===== src/rtl/kmeans_pkg.sv =====
// Shared widths, state encoding and helpers for the k-means centroid datapath.
package kmeans_pkg;

  localparam int CH_W  = 8;
  localparam int ACC_W = 24;
  localparam int CNT_W = 12;
  localparam int BIT_W = 5;

  typedef enum logic [1:0] {
    IDLE   = 2'd0,
    DIVIDE = 2'd1,
    FINISH = 2'd2
  } state_e;

  // A mean channel value wider than 8 bits clamps to full scale.
  function automatic logic [CH_W-1:0] saturate(input logic [ACC_W-1:0] q);
    logic [CH_W-1:0] res;
    if (q[ACC_W-1:CH_W] != '0) res = {CH_W{1'b1}};
    else                       res = q[CH_W-1:0];
    return res;
  endfunction

endpackage


===== src/rtl/serial_divider.sv =====
// Restoring divider: one quotient bit per clock, MSB first, 24 steps after load.
module serial_divider
  import kmeans_pkg::*;
(
  input  logic             clk,
  input  logic             reset,
  input  logic             load,
  input  logic [ACC_W-1:0] dividend,
  input  logic [CNT_W-1:0] divisor,
  output logic [ACC_W-1:0] quotient
);

  logic [CNT_W-1:0] rem_q, rem_d;
  logic [CNT_W-1:0] div_q, div_d;
  logic [ACC_W-1:0] dvd_q, dvd_d;
  logic [ACC_W-1:0] quo_q, quo_d;
  logic [CNT_W:0]   trial;
  logic [CNT_W:0]   diff;

  // Steps run every cycle; the sequencer samples the quotient right after the 24th step.
  always_comb begin
    rem_d = rem_q;
    div_d = div_q;
    dvd_d = dvd_q;
    quo_d = quo_q;
    trial = {rem_q, dvd_q[ACC_W-1]};
    diff  = trial - {1'b0, div_q};
    if (load) begin
      rem_d = '0;
      div_d = divisor;
      dvd_d = dividend;
      quo_d = '0;
    end else begin
      dvd_d = {dvd_q[ACC_W-2:0], 1'b0};
      if (trial >= {1'b0, div_q}) begin
        rem_d = diff[CNT_W-1:0];
        quo_d = {quo_q[ACC_W-2:0], 1'b1};
      end else begin
        rem_d = trial[CNT_W-1:0];
        quo_d = {quo_q[ACC_W-2:0], 1'b0};
      end
    end
  end

  always_ff @(posedge clk or posedge reset) begin
    if (reset) begin
      rem_q <= '0;
      div_q <= '0;
      dvd_q <= '0;
      quo_q <= '0;
    end else begin
      rem_q <= rem_d;
      div_q <= div_d;
      dvd_q <= dvd_d;
      quo_q <= quo_d;
    end
  end

  assign quotient = quo_q;

endmodule


===== src/rtl/centroid_divider.sv =====
// Cluster centroid update: divides the three channel sums by the pixel count
// with serial dividers and registers the saturated mean.
module centroid_divider
  import kmeans_pkg::*;
#(
  parameter logic [3*CH_W-1:0] INIT_CENTROID = 24'h808080
) (
  input  logic               clk,
  input  logic               reset,
  input  logic               start,
  input  logic [3*ACC_W-1:0] acc_in,
  input  logic [CNT_W-1:0]   count_in,
  output logic [3*CH_W-1:0]  centroid,
  output logic               busy,
  output logic               done,
  output logic               empty
);

  state_e            state_q, state_d;
  logic [BIT_W-1:0]  bit_cnt_q, bit_cnt_d;
  logic              zero_pend_q, zero_pend_d;
  logic [3*CH_W-1:0] centroid_q, centroid_d;
  logic              busy_q, busy_d;
  logic              done_q, done_d;
  logic              empty_q, empty_d;
  logic              load;
  logic [ACC_W-1:0]  quo_r, quo_g, quo_b;

  serial_divider u_div_r (
    .clk      (clk),
    .reset    (reset),
    .load     (load),
    .dividend (acc_in[3*ACC_W-1:2*ACC_W]),
    .divisor  (count_in),
    .quotient (quo_r)
  );

  serial_divider u_div_g (
    .clk      (clk),
    .reset    (reset),
    .load     (load),
    .dividend (acc_in[2*ACC_W-1:ACC_W]),
    .divisor  (count_in),
    .quotient (quo_g)
  );

  serial_divider u_div_b (
    .clk      (clk),
    .reset    (reset),
    .load     (load),
    .dividend (acc_in[ACC_W-1:0]),
    .divisor  (count_in),
    .quotient (quo_b)
  );

  // An empty cluster takes one extra IDLE cycle to report, so done always
  // comes from a register and is never combinational on start.
  always_comb begin
    state_d     = state_q;
    bit_cnt_d   = bit_cnt_q;
    zero_pend_d = 1'b0;
    centroid_d  = centroid_q;
    done_d      = 1'b0;
    empty_d     = empty_q;
    load        = 1'b0;
    case (state_q)
      IDLE: begin
        if (zero_pend_q) begin
          done_d  = 1'b1;
          empty_d = 1'b1;
        end else if (start) begin
          if (count_in != '0) begin
            load      = 1'b1;
            bit_cnt_d = BIT_W'(ACC_W - 1);
            state_d   = DIVIDE;
          end else begin
            zero_pend_d = 1'b1;
          end
        end
      end
      DIVIDE: begin
        if (bit_cnt_q == '0) state_d = FINISH;
        else                 bit_cnt_d = bit_cnt_q - 1'b1;
      end
      FINISH: begin
        centroid_d = {saturate(quo_r), saturate(quo_g), saturate(quo_b)};
        empty_d    = 1'b0;
        done_d     = 1'b1;
        state_d    = IDLE;
      end
      default: state_d = IDLE;
    endcase
    busy_d = (state_d != IDLE);
  end

  always_ff @(posedge clk or posedge reset) begin
    if (reset) begin
      state_q     <= IDLE;
      bit_cnt_q   <= '0;
      zero_pend_q <= 1'b0;
      centroid_q  <= INIT_CENTROID;
      busy_q      <= 1'b0;
      done_q      <= 1'b0;
      empty_q     <= 1'b0;
    end else begin
      state_q     <= state_d;
      bit_cnt_q   <= bit_cnt_d;
      zero_pend_q <= zero_pend_d;
      centroid_q  <= centroid_d;
      busy_q      <= busy_d;
      done_q      <= done_d;
      empty_q     <= empty_d;
    end
  end

  assign centroid = centroid_q;
  assign busy     = busy_q;
  assign done     = done_q;
  assign empty    = empty_q;

endmodule


===== config.mk =====
export PLATFORM = sky130hd
export DESIGN_NAME = centroid_divider
export DESIGN_NICKNAME = d
export VERILOG_FILES = /design/src/rtl/kmeans_pkg.sv /design/src/rtl/serial_divider.sv /design/src/rtl/centroid_divider.sv
export SDC_FILE = /design/constraint.sdc
export NUM_CORES = 1
export LEC_CHECK = 0
export CAP_MARGIN = 15
export CORE_ASPECT_RATIO = 2
export CORE_MARGIN = 2
export CORE_UTILIZATION = 47
export CTS_CLUSTER_DIAMETER = 40
export DETAILED_ROUTE_END_ITERATION = 7
export GPL_TIMING_DRIVEN = 0
export PLACE_DENSITY = 0.68
export SLEW_MARGIN = 10
export SYNTH_ARGS = -nofsm -noshare
export SYNTH_HDL_FRONTEND = slang
export SYNTH_SLANG_ARGS = --single-unit

===== constraint.sdc =====
create_clock -name clk -period 10.4 [get_ports clk]
set_clock_uncertainty 0.2 [all_clocks]
set_input_delay 1.04 -clock clk [delete_from_list [all_inputs] [get_ports clk]]
set_output_delay 1.04 -clock clk [all_outputs]
set_load 0.01 [all_outputs]

==> flow_summary.yaml <==
yosys:
  synth_top_area_frac: 0.540
  synth-seq-cells: 227
  synth_edf_count: 0
  yosysWarnings: 0
  synthCells: 1036
  synth_largest_area_cell: "dfrtp_1"
  yosysSeqAreaShare: 0.547
  async_flop_share: 1.00
  ys.flop_type: "dfrtp_1"
  syn_area_mm2: 0.0104
  synth_area_leaders: "dfrtp_1, nand2_1, ha_1"
  syn_avg_cell_area_um2: 10.0
  synth_nets: 1164
  yosysUniqueCellTypes: 70
clocking:
  clock-root-buffer: "clkbuf_16"
  postCtsSetupBuffers: 0
  clock_latency_ns: 0.53
  cts_max_level: 1
  clock_path_buffers: 3
  cts_hold_buf: 0
  cts_resized: 0
  clkSinkCount: 227
  clk_pin_slew_worst_paths_ns: 0.07
  cts_tree: "built"
  cts-buffers-inserted: 24
route:
  drt_iter0_markers: 420
  via_count: 7899
  drc: 0
  wl_um: 24200
  drt-vias-per-instance: 5.37
  ant_nets: 0
  wl_per_cell_um: 16.4
  dr.pass1.iters: 5
layout:
  stdcell_count: 1471
  final_nets: 1305
  final_cell_area_mm2: 0.0128
  drive_above_1_share: 0.0854
  syn_to_final_growth_pct: 22.9
  antennaDiodeCount: 0
place:
  port_buffers: 113
  globalplace.congestion: 0.895
  placed_cells: 1427
  dpl_worst_slack_ns: 6.66
  dpl_cell_area_mm2: 0.0119
  hpwl_um: 16900
sta:
  final_max_slew_viol_count: 0
  tightestPinTransition_ns: 0.711
  tns_ns: 0
  finalSetupViolCount: 0
  fin_crit_sh: 0.306
  max_freq_mhz: 314
  period_needed_ns: 3.18
  timing.final.hold_violations: 0
  rsz0062_at_grt: "false"
  slew_headroom: 0.524
  worst_slack_ns: 7.22
status:
  status: "complete, no violations"
global_route:
  grt_max_degree: 114
  grtUsageMet2: 0.339
  antenna_found_initial: 0
  first_global_vias: 8175
  use_met3: 0.0508
  gr-total-overflow: 0
  gr-usage-all-layers: 0.216
  busiest_layer: "met2"
  use_met1: 0.290
  grt_first_pass_wirelength_um: 40400
floorplanning:
  core_region_area_mm2: 0.0219
  boundaryPins: 114
  die_area_mm2: 0.0234
  die_w_um: 109
  initial_utilization: 0.475
  rows: 77
  chipHeight_um: 214
hold_path:
  hold_class: "flip-flop to flip-flop"
  min_path_cells: 2
power:
  p_leak_nw: 6.03
  seq_power_share: 0.299
  internal_power_mw: 2.92
  combPwrFrac: 0.517
  swShare: 0.403
  p_per_area_mw_per_mm2: 383
  irDropWorstVdd_v: 0.000244
  p_sw_mw: 1.97
  clkPwrFrac: 0.184
critical_path:
  worst_setup_path_end_kind: "flip-flop"
  rr_worst_depth: 9
  worstPathArrival_ns: 3.42
  critPathLaunchType: "primary input"
  worstSetupPathDepth: 9
  cp_max_fo: 10
  crit_chain: "clkdlybuf4s50_1, nor4_1, nand4_1, o21ai_2, inv_2, nand2_1, buf_2, nand3_1, o22ai_1"
  cp_data_required_time_ns: 10.63
  path_buf_inv: 3
  crit_type: "primary input to flip-flop"
  slowest_stage: "nor4_1"
  cpPeakStageDelay_ns: 0.46
  crit_family: "simple AND/OR/NAND/NOR gates"
job:
  maxCapViolations: 0
kinds of logic (layout without fill, tap and decap cells):
| kind of cell | Yosys count | in the layout | share of synthesized area |
|---|---|---|---|
| buffers and inverters | 78 | 237 | 0.0349 |
| XOR/XNOR | 13 | 13 | 0.0110 |
| flip-flops | 227 | 227 | 0.547 |
| AO/OA/AOI/OAI | 210 | 210 | 0.139 |
| multiplexers | 1 | 1 | 0.000964 |
| adder cells (fa/ha/maj) | 41 | 41 | 0.0516 |
| AND/OR/NAND/NOR | 466 | 466 | 0.215 |
per-layer routing:
layer  wire length (µm)  vias up  share of wire
met3               1770       40          0.073
met5                  0        -              0
met4                699        0          0.029
met1              10600     3761           0.44
li1                   -     3865              -
met2              11100      233           0.46
per-stage QoR:
stage / total power, mW / hold slack (ns) / utilization
6_report: 4.88 / 0.234 / 0.583
5_1_grt: 5.28 / 0.264 / 0.583
4_1_cts: 4.90 / 0.239 / 0.583
3_5_place_dp: 3.97 / 0.230 / 0.545
3_3_place_gp: 3.90 / 0.229 / 0.542
2_1_floorplan: 3.29 / 0.221 / -
worst paths after layout:
path                                              start                           to  slack [ns]
hold / removal              u_div_b.dvd_q[16]$_DFF_PP0_  u_div_b.dvd_q[17]$_DFF_PP0_        0.23
min in group asynchronous                         reset   u_div_b.rem_q[7]$_DFF_PP0_        0.66
max in group asynchronous                         reset      centroid[7]$_DFFE_PP1P_        8.14
hold reg to reg             u_div_b.dvd_q[16]$_DFF_PP0_  u_div_b.dvd_q[17]$_DFF_PP0_        0.23
setup reg to reg           u_div_r.div_q[1]$_DFFE_PP0P_   u_div_g.rem_q[0]$_DFF_PP0_        7.37
setup / recovery                            count_in[0]  u_div_b.rem_q[11]$_DFF_PP0_        7.22
placed cells by master, fill, tap and decap left out, drive strengths merged, types with 11 or more instances in the layout:
cell type      count
a211oi            11
a21oi             49
and2              70
and3              11
buf               34
clkbuf            47
clkdlybuf4s50    113
dfrtp            224
ha                38
inv               35
nand2            239
nand3             31
nor2              28
nor2b             14
nor3              20
nor4              16
o21ai             51
o22a              24
state kept, by name (all words and copies together) (netlist names), 24 cells and up:
name,count
u_div_g.dvd_q,24
u_div_r.quotient,24
u_div_r.dvd_q,24
u_div_b.quotient,24
u_div_g.quotient,24
centroid,24
u_div_b.dvd_q,24
cell type report:
class | count | area (µm²)
Buffer | 46 | 243
Clock buffer | 33 | 686
Clock inverter | 11 | 153
Fill cell | 1878 | 9110
Inverter | 32 | 128
Multi-Input combinational cell | 731 | 4340
Sequential cell | 227 | 5680
Tap cell | 276 | 345
Timing Repair Buffer | 115 | 1190
power groups by stage:
stage	sequential [mW]	combinational [mW]	clock, mW
floorplan	1.44	1.85	0
global placement	1.47	2.43	0
detailed placement	1.47	2.50	0
CTS	1.46	2.52	0.917
global route	1.50	2.82	0.955
finish	1.46	2.53	0.898
worst reg2reg max path, stage by stage, from the launching register on:
cell      delay [ns]
dfrtp_1         0.54
inv_1           0.24
ha_1            0.34
nor2b_1         0.15
o31a_1          0.30
o31ai_1         0.34
a21o_1          0.19
buf_4           0.18
nand2_1         0.13
a211oi_1        0.32
cell usage after synthesis, types with 8 or more instances:
library cell,instances
nand3_1,31
xnor2_1,10
nor2_1,27
buf_2,26
ha_1,38
a21oi_1,46
o22a_1,24
nand2_1,239
a21o_1,8
and3_1,9
inv_1,31
a211oi_1,10
nor2b_1,14
nor3_1,20
clkbuf_1,11
and2_1,70
o21a_1,9
o211ai_1,9
or3_1,8
o21ai_0,50
nand2b_1,9
nor4_1,16
dfrtp_1,224
No activity file was read; power rests on OpenSTA's default activity.
